<file path="src/rtl/icon_operand_requester.sv">
// Operand fetch initiator on the execution-unit interconnect tx port.
// Takes one fetch command at a time, requests up to two operands from the
// producer EU one after the other, and hands the collected pair to the ALU
// stage as a single bundle. Each operand gets a bounded number of request
// cycles; running out of them ends the fetch with an error flag.
//
//   state | meaning
//   ------+-----------------------------------------------------------
//   IDLE  | ready for a fetch command
//   REQ0  | requesting operand 0 at the latched src0 address
//   REQ1  | requesting operand 1 at the latched src1 address
//   DONE  | bundle valid, waiting for the consumer to take it
module icon_operand_requester #(
  parameter int DATA_W   = 16,
  parameter int ADDR_W   = 8,
  parameter int MAX_WAIT = 15
) (
  input  logic              clk,
  input  logic              reset_n,
  input  logic              flush_i,
  input  logic              fetch_valid_i,
  output logic              fetch_ready_o,
  input  logic [ADDR_W-1:0] fetch_src0_addr_i,
  input  logic [ADDR_W-1:0] fetch_src1_addr_i,
  input  logic              fetch_src1_used_i,
  output logic [ADDR_W-1:0] icon_tx_addr_o,
  output logic              icon_tx_req_valid_o,
  input  logic [DATA_W-1:0] icon_tx_data_i,
  input  logic              icon_tx_success_i,
  output logic [DATA_W-1:0] op0_data_o,
  output logic [DATA_W-1:0] op1_data_o,
  output logic              ops_valid_o,
  output logic              ops_err_o,
  input  logic              ops_ready_i
);

  localparam int CNT_W = 8;
  localparam logic [CNT_W-1:0] CNT_LAST = CNT_W'(MAX_WAIT - 1);

  typedef enum logic [1:0] {IDLE, REQ0, REQ1, DONE} state_e;

  state_e            state_q, state_d;
  logic [CNT_W-1:0]  cnt_q, cnt_d;
  logic [ADDR_W-1:0] src0_q, src0_d;
  logic [ADDR_W-1:0] src1_q, src1_d;
  logic              src1_used_q, src1_used_d;
  logic [ADDR_W-1:0] tx_addr_q, tx_addr_d;
  logic              tx_req_q, tx_req_d;
  logic [DATA_W-1:0] op0_q, op0_d;
  logic [DATA_W-1:0] op1_q, op1_d;
  logic              valid_q, valid_d;
  logic              err_q, err_d;
  logic              xfer;

  // success only counts while our request is actually on the port
  assign xfer = tx_req_q & icon_tx_success_i;

  // next-state, operand capture and wait-counter logic
  always_comb begin
    state_d     = state_q;
    cnt_d       = cnt_q;
    src0_d      = src0_q;
    src1_d      = src1_q;
    src1_used_d = src1_used_q;
    op0_d       = op0_q;
    op1_d       = op1_q;
    err_d       = err_q;

    unique case (state_q)
      IDLE: begin
        if (fetch_valid_i) begin
          src0_d      = fetch_src0_addr_i;
          src1_d      = fetch_src1_addr_i;
          src1_used_d = fetch_src1_used_i;
          op0_d       = '0;
          op1_d       = '0;
          err_d       = 1'b0;
          cnt_d       = '0;
          state_d     = REQ0;
        end
      end
      REQ0: begin
        if (xfer) begin
          op0_d   = icon_tx_data_i;
          cnt_d   = '0;
          state_d = src1_used_q ? REQ1 : DONE;
        end else if (cnt_q == CNT_LAST) begin
          // abort the whole fetch; operand 1 is never requested
          err_d   = 1'b1;
          cnt_d   = '0;
          state_d = DONE;
        end else begin
          cnt_d = CNT_W'(cnt_q + 1'b1);
        end
      end
      REQ1: begin
        if (xfer) begin
          op1_d   = icon_tx_data_i;
          cnt_d   = '0;
          state_d = DONE;
        end else if (cnt_q == CNT_LAST) begin
          err_d   = 1'b1;
          cnt_d   = '0;
          state_d = DONE;
        end else begin
          cnt_d = CNT_W'(cnt_q + 1'b1);
        end
      end
      DONE: begin
        if (ops_ready_i) state_d = IDLE;
      end
      default: state_d = IDLE;
    endcase

    // flush wins over everything, including a transfer in the same cycle
    if (flush_i) begin
      state_d     = IDLE;
      cnt_d       = '0;
      src0_d      = src0_q;
      src1_d      = src1_q;
      src1_used_d = src1_used_q;
      op0_d       = op0_q;
      op1_d       = op1_q;
      err_d       = err_q;
    end
  end

  // port outputs are registered and derived from the upcoming state
  always_comb begin
    tx_req_d  = (state_d == REQ0) || (state_d == REQ1);
    valid_d   = (state_d == DONE);
    tx_addr_d = '0;
    if (state_d == REQ0) tx_addr_d = src0_d;
    else if (state_d == REQ1) tx_addr_d = src1_d;
  end

  // state and output registers
  always_ff @(posedge clk or negedge reset_n) begin
    if (!reset_n) begin
      state_q     <= IDLE;
      cnt_q       <= '0;
      src0_q      <= '0;
      src1_q      <= '0;
      src1_used_q <= 1'b0;
      tx_addr_q   <= '0;
      tx_req_q    <= 1'b0;
      op0_q       <= '0;
      op1_q       <= '0;
      valid_q     <= 1'b0;
      err_q       <= 1'b0;
    end else begin
      state_q     <= state_d;
      cnt_q       <= cnt_d;
      src0_q      <= src0_d;
      src1_q      <= src1_d;
      src1_used_q <= src1_used_d;
      tx_addr_q   <= tx_addr_d;
      tx_req_q    <= tx_req_d;
      op0_q       <= op0_d;
      op1_q       <= op1_d;
      valid_q     <= valid_d;
      err_q       <= err_d;
    end
  end

  assign fetch_ready_o       = (state_q == IDLE);
  assign icon_tx_addr_o      = tx_addr_q;
  assign icon_tx_req_valid_o = tx_req_q;
  assign op0_data_o          = op0_q;
  assign op1_data_o          = op1_q;
  assign ops_valid_o         = valid_q;
  assign ops_err_o           = err_q;

endmodule

</file>
<file path="config.mk">
export PLATFORM = sky130hd
export DESIGN_NAME = icon_operand_requester
export DESIGN_NICKNAME = d
export VERILOG_FILES = /design/src/rtl/icon_operand_requester.sv
export SDC_FILE = /design/constraint.sdc
export NUM_CORES = 1
export LEC_CHECK = 0
export ABC_AREA = 1
export ABC_CLOCK_PERIOD_IN_PS = 2400
export CORE_MARGIN = 2
export CORE_UTILIZATION = 45
export CTS_CLUSTER_DIAMETER = 150
export DETAILED_ROUTE_END_ITERATION = 6
export PLACE_DENSITY = 0.74
export SLEW_MARGIN = 25
export SYNTH_ARGS = -nofsm -noshare
export SYNTH_HDL_FRONTEND = slang
export SYNTH_SLANG_ARGS = --single-unit
</file>
<file path="constraint.sdc">
create_clock -name clk -period 2.4 [get_ports clk]
set_clock_uncertainty 0.1 [all_clocks]
set_input_delay 0.48 -clock clk [delete_from_list [all_inputs] [get_ports clk]]
set_output_delay 0.48 -clock clk [all_outputs]
set_load 0.02 [all_outputs]
</file>
### Word-level counts from Yosys, hierarchy flattened

Index checks and enable logic that the tools add are counted.

| word-level totals | value |
|---|---|
| bits in registers | 70 |
| input bits | 39 |
| output and inout bits | 44 |

| operators by class | value |
|---|---|
| add/subtract/negate cells | 1 |
| eq/ne operators | 13 |
| mux-type cells | 29 |
| bitwise logic cells | 2 |
| reductions and logical operators | 12 |

Operators with widths:

| kind | count |
|---|---|
| $mux W8 | 12 |
| $pmux W16 S2 | 2 |
| $mux W16 | 2 |
| $pmux W8 S2 | 1 |
| $mux W2 | 6 |
| $add A8 B1 Y8 const B | 1 |
| $eq A2 B2 Y1 const B | 4 |
| $eq A8 B4 Y1 const B | 1 |
| $ne A2 B2 Y1 const B | 4 |
| $pmux W2 S4 | 1 |
| $reduce_and A4 Y1 | 2 |
| $reduce_bool A2 Y1 | 3 |
| $reduce_and A5 Y1 | 1 |
| $eq A2 B1 Y1 const B | 2 |
| $mux W1 | 4 |
| $ne A3 B3 Y1 const B | 1 |
| $reduce_and A3 Y1 | 1 |
| $reduce_bool A3 Y1 | 1 |
| $logic_not A2 Y1 | 1 |
| $ne A2 B1 Y1 const B | 1 |
| $pmux W1 S2 | 1 |
| $reduce_and A2 Y1 | 1 |
| $reduce_or A2 Y1 | 1 |
| $and A1 B1 Y1 | 1 |
| 2 further kinds | 2 |

### Longest topological paths before layout

| depth | value |
|---|---|
| depth in word-level cells | 8 |
| mapped depth | 13 |

### Worst setup path before layout

No wires, ideal clock.

| timing path | value |
|---|---|
| path type | register -> register |
| from | register state_q[0] |
| to | register tx_addr_q[0] (netlist: icon_tx_addr_o[0]) |
| arrival | 2.073 ns |
| required time | 2.217 ns |
| slack | 0.144 ns |
| cell stages (with the launch flop) | 14 |
| path buffers | 2 |
| cell sequence | dfrtp_1 -> inv_1 -> ha_1 -> buf_6 -> nand2_2 -> nand2_4 -> o21ai_0 -> nand3_1 -> inv_1 -> ha_1 -> clkbuf_1 -> inv_1 -> nand2_1 -> o21ai_0 |

| between the ends | value |
|---|---|
| elaborated cells on any way between the ends | 19 |

RTL lines:

| item | line | text |
|---|---|---|
| from (decl) | 42 | `state_e state_q, state_d;` |
| from (signal assigned) | 152 | `state_q <= state_d;` |
| $logic_not A2 Y1 (*) | - |  |
| via fetch_ready_o | 22 | `output logic fetch_ready_o,` |
| $pmux W2 S4 (*) | 69 | `unique case (state_q)` |
| $mux W2 (*) | 116 | `if (flush_i) begin` |
| via state_d[0] | 42 |  |
| $eq A2 B2 Y1 | 134 | `else if (state_d == REQ1) tx_addr_d = src1_d;` |
| $mux W8 | 134 |  |
| $mux W8 (*) | 133 | `if (state_d == REQ0) tx_addr_d = src0_d;` |
| via tx_addr_d[0] | 47 | `logic [ADDR_W-1:0] tx_addr_q, tx_addr_d;` |
| to (signal assigned) | 157 | `tx_addr_q <= tx_addr_d;` |
| to (decl) | 47 |  |

The timed path passes the listed nets; every way through them passes the cells marked *.
A chain may end at the register's enable or synchronous reset.

### Worst setup path after layout

| timing path | value |
|---|---|
| from | register state_q[1] |
| to | register tx_addr_q[0] (netlist: icon_tx_addr_o[0]) |

| between the ends | value |
|---|---|
| elaborated cells on any way between the ends | 19 |

RTL lines:

| item | line |
|---|---|
| $eq A2 B2 Y1 (tied with other cells) | 69 |
| $pmux W2 S4 (*) | 69 |
| $mux W2 (*) | 116 |
| via state_d[0] | 42 |
| $eq A2 B2 Y1 | 134 |
| $mux W8 | 134 |
| $mux W8 (*) | 133 |
| via tx_addr_d[0] | 47 |

Marked as above.

==> impl_table.tex <==
\begin{tabular}{lr}
\hline
Metric & Value \\
\hline
\multicolumn{2}{l}{\textbf{Power and ir drop}} \\
Leakage & 2.19 nW \\
Power density normalized to cell area & between 1000 and 1500 nW/µm² \\
Worst IR Drop VDD & between 0.0004 and 0.0005 V \\
\multicolumn{2}{l}{\textbf{Synthesis}} \\
Post-synthesis instance area & $\sim$3300 µm² \\
Multiplexer share of the synthesized area & 0.00344 \\
Net count after synthesis & 424 \\
Compound-cell area share of the yosys netlist & 0.123 \\
Adder-cell area share of the yosys netlist & 0.0344 \\
Xor and xnor fraction of the mapped netlist area & 0 \\
Number of enable flip-flop cells after synthesis & 0 \\
Number of different library cells in the post-synthesis netlist & 28 \\
Most used DFF post-synth & sky130\_fd\_sc\_hd\_\_dfrtp\_1 \\
Fraction of the mapped netlist area in simple logic gates & 0.215 \\
Area share of the largest cell type after synthesis & 0.534 \\
Synthesized flop and latch total & 70 \\
Cell taking the most area after synthesis & sky130\_fd\_sc\_hd\_\_dfrtp\_1 \\
Ranking of synthesized cells by instance count & 92 x sky130\_fd\_sc\_hd\_\_nand2\_1, 70 x sky130\_fd\_sc\_hd\_\_dfrtp\_1, 53 x sky130\_fd\_sc\_hd\_\_o21ai\_0, 47 x sky130\_fd\_sc\_hd\_\_inv\_1, 41 x sky130\_fd\_sc\_hd\_\_nand3\_1 \\
Cell count after synthesis & about 380 \\
Main combinational cell family by area after synthesis & simple AND/OR/NAND/NOR gates \\
Top cells by area, synth & sky130\_fd\_sc\_hd\_\_dfrtp\_1 53\%, sky130\_fd\_sc\_hd\_\_nand2\_1 11\%, sky130\_fd\_sc\_hd\_\_o21ai\_0 8.1\% \\
Synth warn & 0 \\
Asr flop ratio synth & 1.00 \\
Mean instance size in the synthesized netlist & roughly 8.7 µm² \\
Cell with the most instances after synthesis & sky130\_fd\_sc\_hd\_\_nand2\_1 \\
Sequential-to-total area share from yosys stat & 0.534 \\
\multicolumn{2}{l}{\textbf{Critical path}} \\
Critical Path Fanout Max & 8 \\
Required time of the critical path & between 2000 and 2500 ps \\
Data arrival time at the worst-slack endpoint & $\sim$2300 ps \\
Worst Setup End Kind & flop \\
Setup Crit Path Kind & flop to flop \\
Launching element type of the critical path & flop \\
\multicolumn{2}{l}{\textbf{Global routing}} \\
Global-route usage over all layers & 0.189 \\
Wire length of the first global-routing pass & $\sim$12000 µm \\
Antenna violations before repair & 0 \\
Grt ovf & 0 \\
Vias in the first global route & roughly 2500 \\
Pin count of the biggest net entering global routing & 36 \\
\multicolumn{2}{l}{\textbf{Placement}} \\
Detailed-placement wirelength estimate & between 5000 and 6000 µm \\
Last weighted congestion value of the routability-driven placer & slightly above 0.8 \\
Placed cell count & around 550 \\
IO buf count & 82 \\
\multicolumn{2}{l}{\textbf{Routing}} \\
Remaining antenna violation count & 0 \\
DR iter-0 viols & about 140 \\
Mean number of vias per cell & about 4.9 \\
Final routed DRC violation total & 0 \\
DR pass1 iterations & 4 \\
Via Count & approximately 2800 \\
WL/cell & between 10 and 15 µm \\
Routed wire length & between 7000 and 8000 µm \\
\multicolumn{2}{l}{\textbf{Clock tree}} \\
Deepest clock path buffer count & 2 \\
Clock tree sinks & 70 \\
CTS tree & done \\
H-tree level count & 3 \\
Clock buffer count from CTS & 9 \\
Clock latency on the worst-skew pair & between 300 and 400 ps \\
Post-CTS clock slew at the launch and capture registers of the worst setup and hold paths & 70 ps \\
Cell chosen for the clock root & sky130\_fd\_sc\_hd\_\_clkbuf\_8 \\
\multicolumn{2}{l}{\textbf{Timing}} \\
Shortest period the worst path allows & about 2200 ps \\
Worst Tran Pin Value & about 600 ps \\
Hold Vio Cnt, Final & 0 \\
Number of failing setup endpoints in the final timing report & 0 \\
Final worst-path cycle share & 0.897 \\
Sum of negative setup slack & 0 ps \\
Max Clock Freq & 464 MHz \\
Tightest slew margin relative to the limit & 0.604 \\
Count of pins over their slew limit & 0 \\
Unrepaired setup endpoints after global routing & false \\
\multicolumn{2}{l}{\textbf{Final layout}} \\
Final Util & 0.614 \\
Area growth syn-to-layout & 33.7\% \\
Antenna diode instance count & 0 \\
Number of cells in the finished layout apart from fillers & roughly 570 \\
Layout Nets & roughly 510 \\
Share of post-route cells with drive strength above 1 & 0.0897 \\
\multicolumn{2}{l}{\textbf{Min path}} \\
Hold Crit Class & input port to async pin \\
\multicolumn{2}{l}{\textbf{Floorplanning}} \\
Die ar. & between 7000 and 8000 µm² \\
Die W & between 80 and 90 µm \\
Total I/O pin count & 83 \\
Row Count & 31 \\
Initial Util & 0.459 \\
Standard cell core area & 7140 µm² \\
Y dimension of the die & just under 90 µm \\
\multicolumn{2}{l}{\textbf{Job}} \\
Maximum Capacitance Violations & 0 \\
\multicolumn{2}{l}{\textbf{Status}} \\
Run status & finished clean \\
\hline
\end{tabular}
[cells by family (layout without fill, tap and decap cells)]
logic type | after synthesis | after routing
buffers and inverters | 66 | 158
adders and majority gates | 9 | 9
and+or+nand+nor | 156 | 156
muxes | 1 | 1
DFF | 70 | 70
AOI/OAI and AO/OA | 74 | 74
[layer usage]
metal	part of all wire	global-route usage	up-vias
li1	-	-	1387
met1	0.48	0.261	1284
met2	0.46	0.305	84
met3	0.054	0.0332	2
met4	0.0032	0.0624	0
met5	0	0	-
[layout make-up]
type	instances	area, µm²
clock buffers	12	135
fillers	629	2750
clock inverters	4	47.5
inverters	49	184
well taps	99	124
multi-input cells	240	1240
repair buffers	93	897
flip-flops and latches	70	1750
[power breakdown]
group | switching [mW] | total (mW) | internal (mW)
logic | 1.37 | 2.34 | 0.966
clock network | 0.416 | 0.894 | 0.478
registers | 0.202 | 1.82 | 1.62
total | 1.99 | 5.05 | 3.06
[metrics by stage]
step	instance area (µm²)	power [mW]	setup WS [ps]	hold WS, ps
5_1_grt	4380	5.41	75.6	72.0
6_report	4380	5.05	246	35.0
4_1_cts	4370	5.06	152	40.5
3_5_place_dp	4190	4.15	-85.3	366
3_3_place_gp	4190	4.09	115	360
2_1_floorplan	3280	3.21	144	84.4
[flip-flops by register name, indices dropped and copies added, names as in the netlist, 2 cells and up]
name,flops
src0_q,8
cnt_q,8
icon_tx_addr_o,8
state_q,2
op0_data_o,16
op1_data_o,16
src1_q,8
[final timing paths]
kind                                            start                           to  slack, ps  depth (start not counted)
max in group asynchronous                     reset_n          src0_q[5]$_DFF_PN0_       1470                          2
worst max register to register   state_q[1]$_DFF_PN0_  icon_tx_addr_o[0]$_DFF_PN0_        250                         10
worst min-delay path                          reset_n    op0_data_o[0]$_DFFE_PN0P_         40                          1
worst max-delay path             state_q[1]$_DFF_PN0_  icon_tx_addr_o[0]$_DFF_PN0_        250                         10
worst min register to register  ops_err_o$_DFFE_PN0P_        ops_err_o$_DFFE_PN0P_        380                          2
min in group clk                ops_err_o$_DFFE_PN0P_        ops_err_o$_DFFE_PN0P_        380                          2
[critical path, cell delays in order, from the launching register on]
cell and delay, ps:
sky130_fd_sc_hd__dfrtp_1 440, sky130_fd_sc_hd__inv_1 150, sky130_fd_sc_hd__ha_1 240, sky130_fd_sc_hd__inv_1 50, sky130_fd_sc_hd__o2111ai_1 170, sky130_fd_sc_hd__nand3_1 140
sky130_fd_sc_hd__inv_1 130, sky130_fd_sc_hd__ha_1 270, sky130_fd_sc_hd__inv_1 80, sky130_fd_sc_hd__nand2_2 130, sky130_fd_sc_hd__o21ai_0 120
[placed cells by master, fill, tap and decap left out, types with 2 or more instances in the layout]
master                            synthesis  layout
sky130_fd_sc_hd__dfrtp_1                 70      70
sky130_fd_sc_hd__nand2_2                  3       4
sky130_fd_sc_hd__clkdlybuf4s50_1          0      80
sky130_fd_sc_hd__ha_1                     9       8
sky130_fd_sc_hd__nand2_1                 92      91
sky130_fd_sc_hd__clkbuf_8                 0       9
sky130_fd_sc_hd__inv_2                    2       2
sky130_fd_sc_hd__nor2_1                   8       8
sky130_fd_sc_hd__clkbuf_1                 2       3
sky130_fd_sc_hd__a21oi_1                  6       6
sky130_fd_sc_hd__inv_1                   47      47
sky130_fd_sc_hd__buf_4                    2      11
sky130_fd_sc_hd__nand3_1                 41      41
sky130_fd_sc_hd__nand3_2                  2       2
sky130_fd_sc_hd__o21ai_0                 53      53
sky130_fd_sc_hd__nand4_1                  6       6
sky130_fd_sc_hd__o21ai_1                 10      10
sky130_fd_sc_hd__clkinv_2                 0       2
[what timing repair did]
| action | in CTS | in global routing |
|---|---|---|
| setup buffers | 0 | 0 |
| gates resized for setup | 2 | 2 |
| hold buffers | 0 | 0 |
| pin swaps | 0 | 0 |
| gates cloned | 0 | 0 |
| setup endpoints to repair | 1 | 8 |
Note: power is estimated with default switching activity, not from simulation.
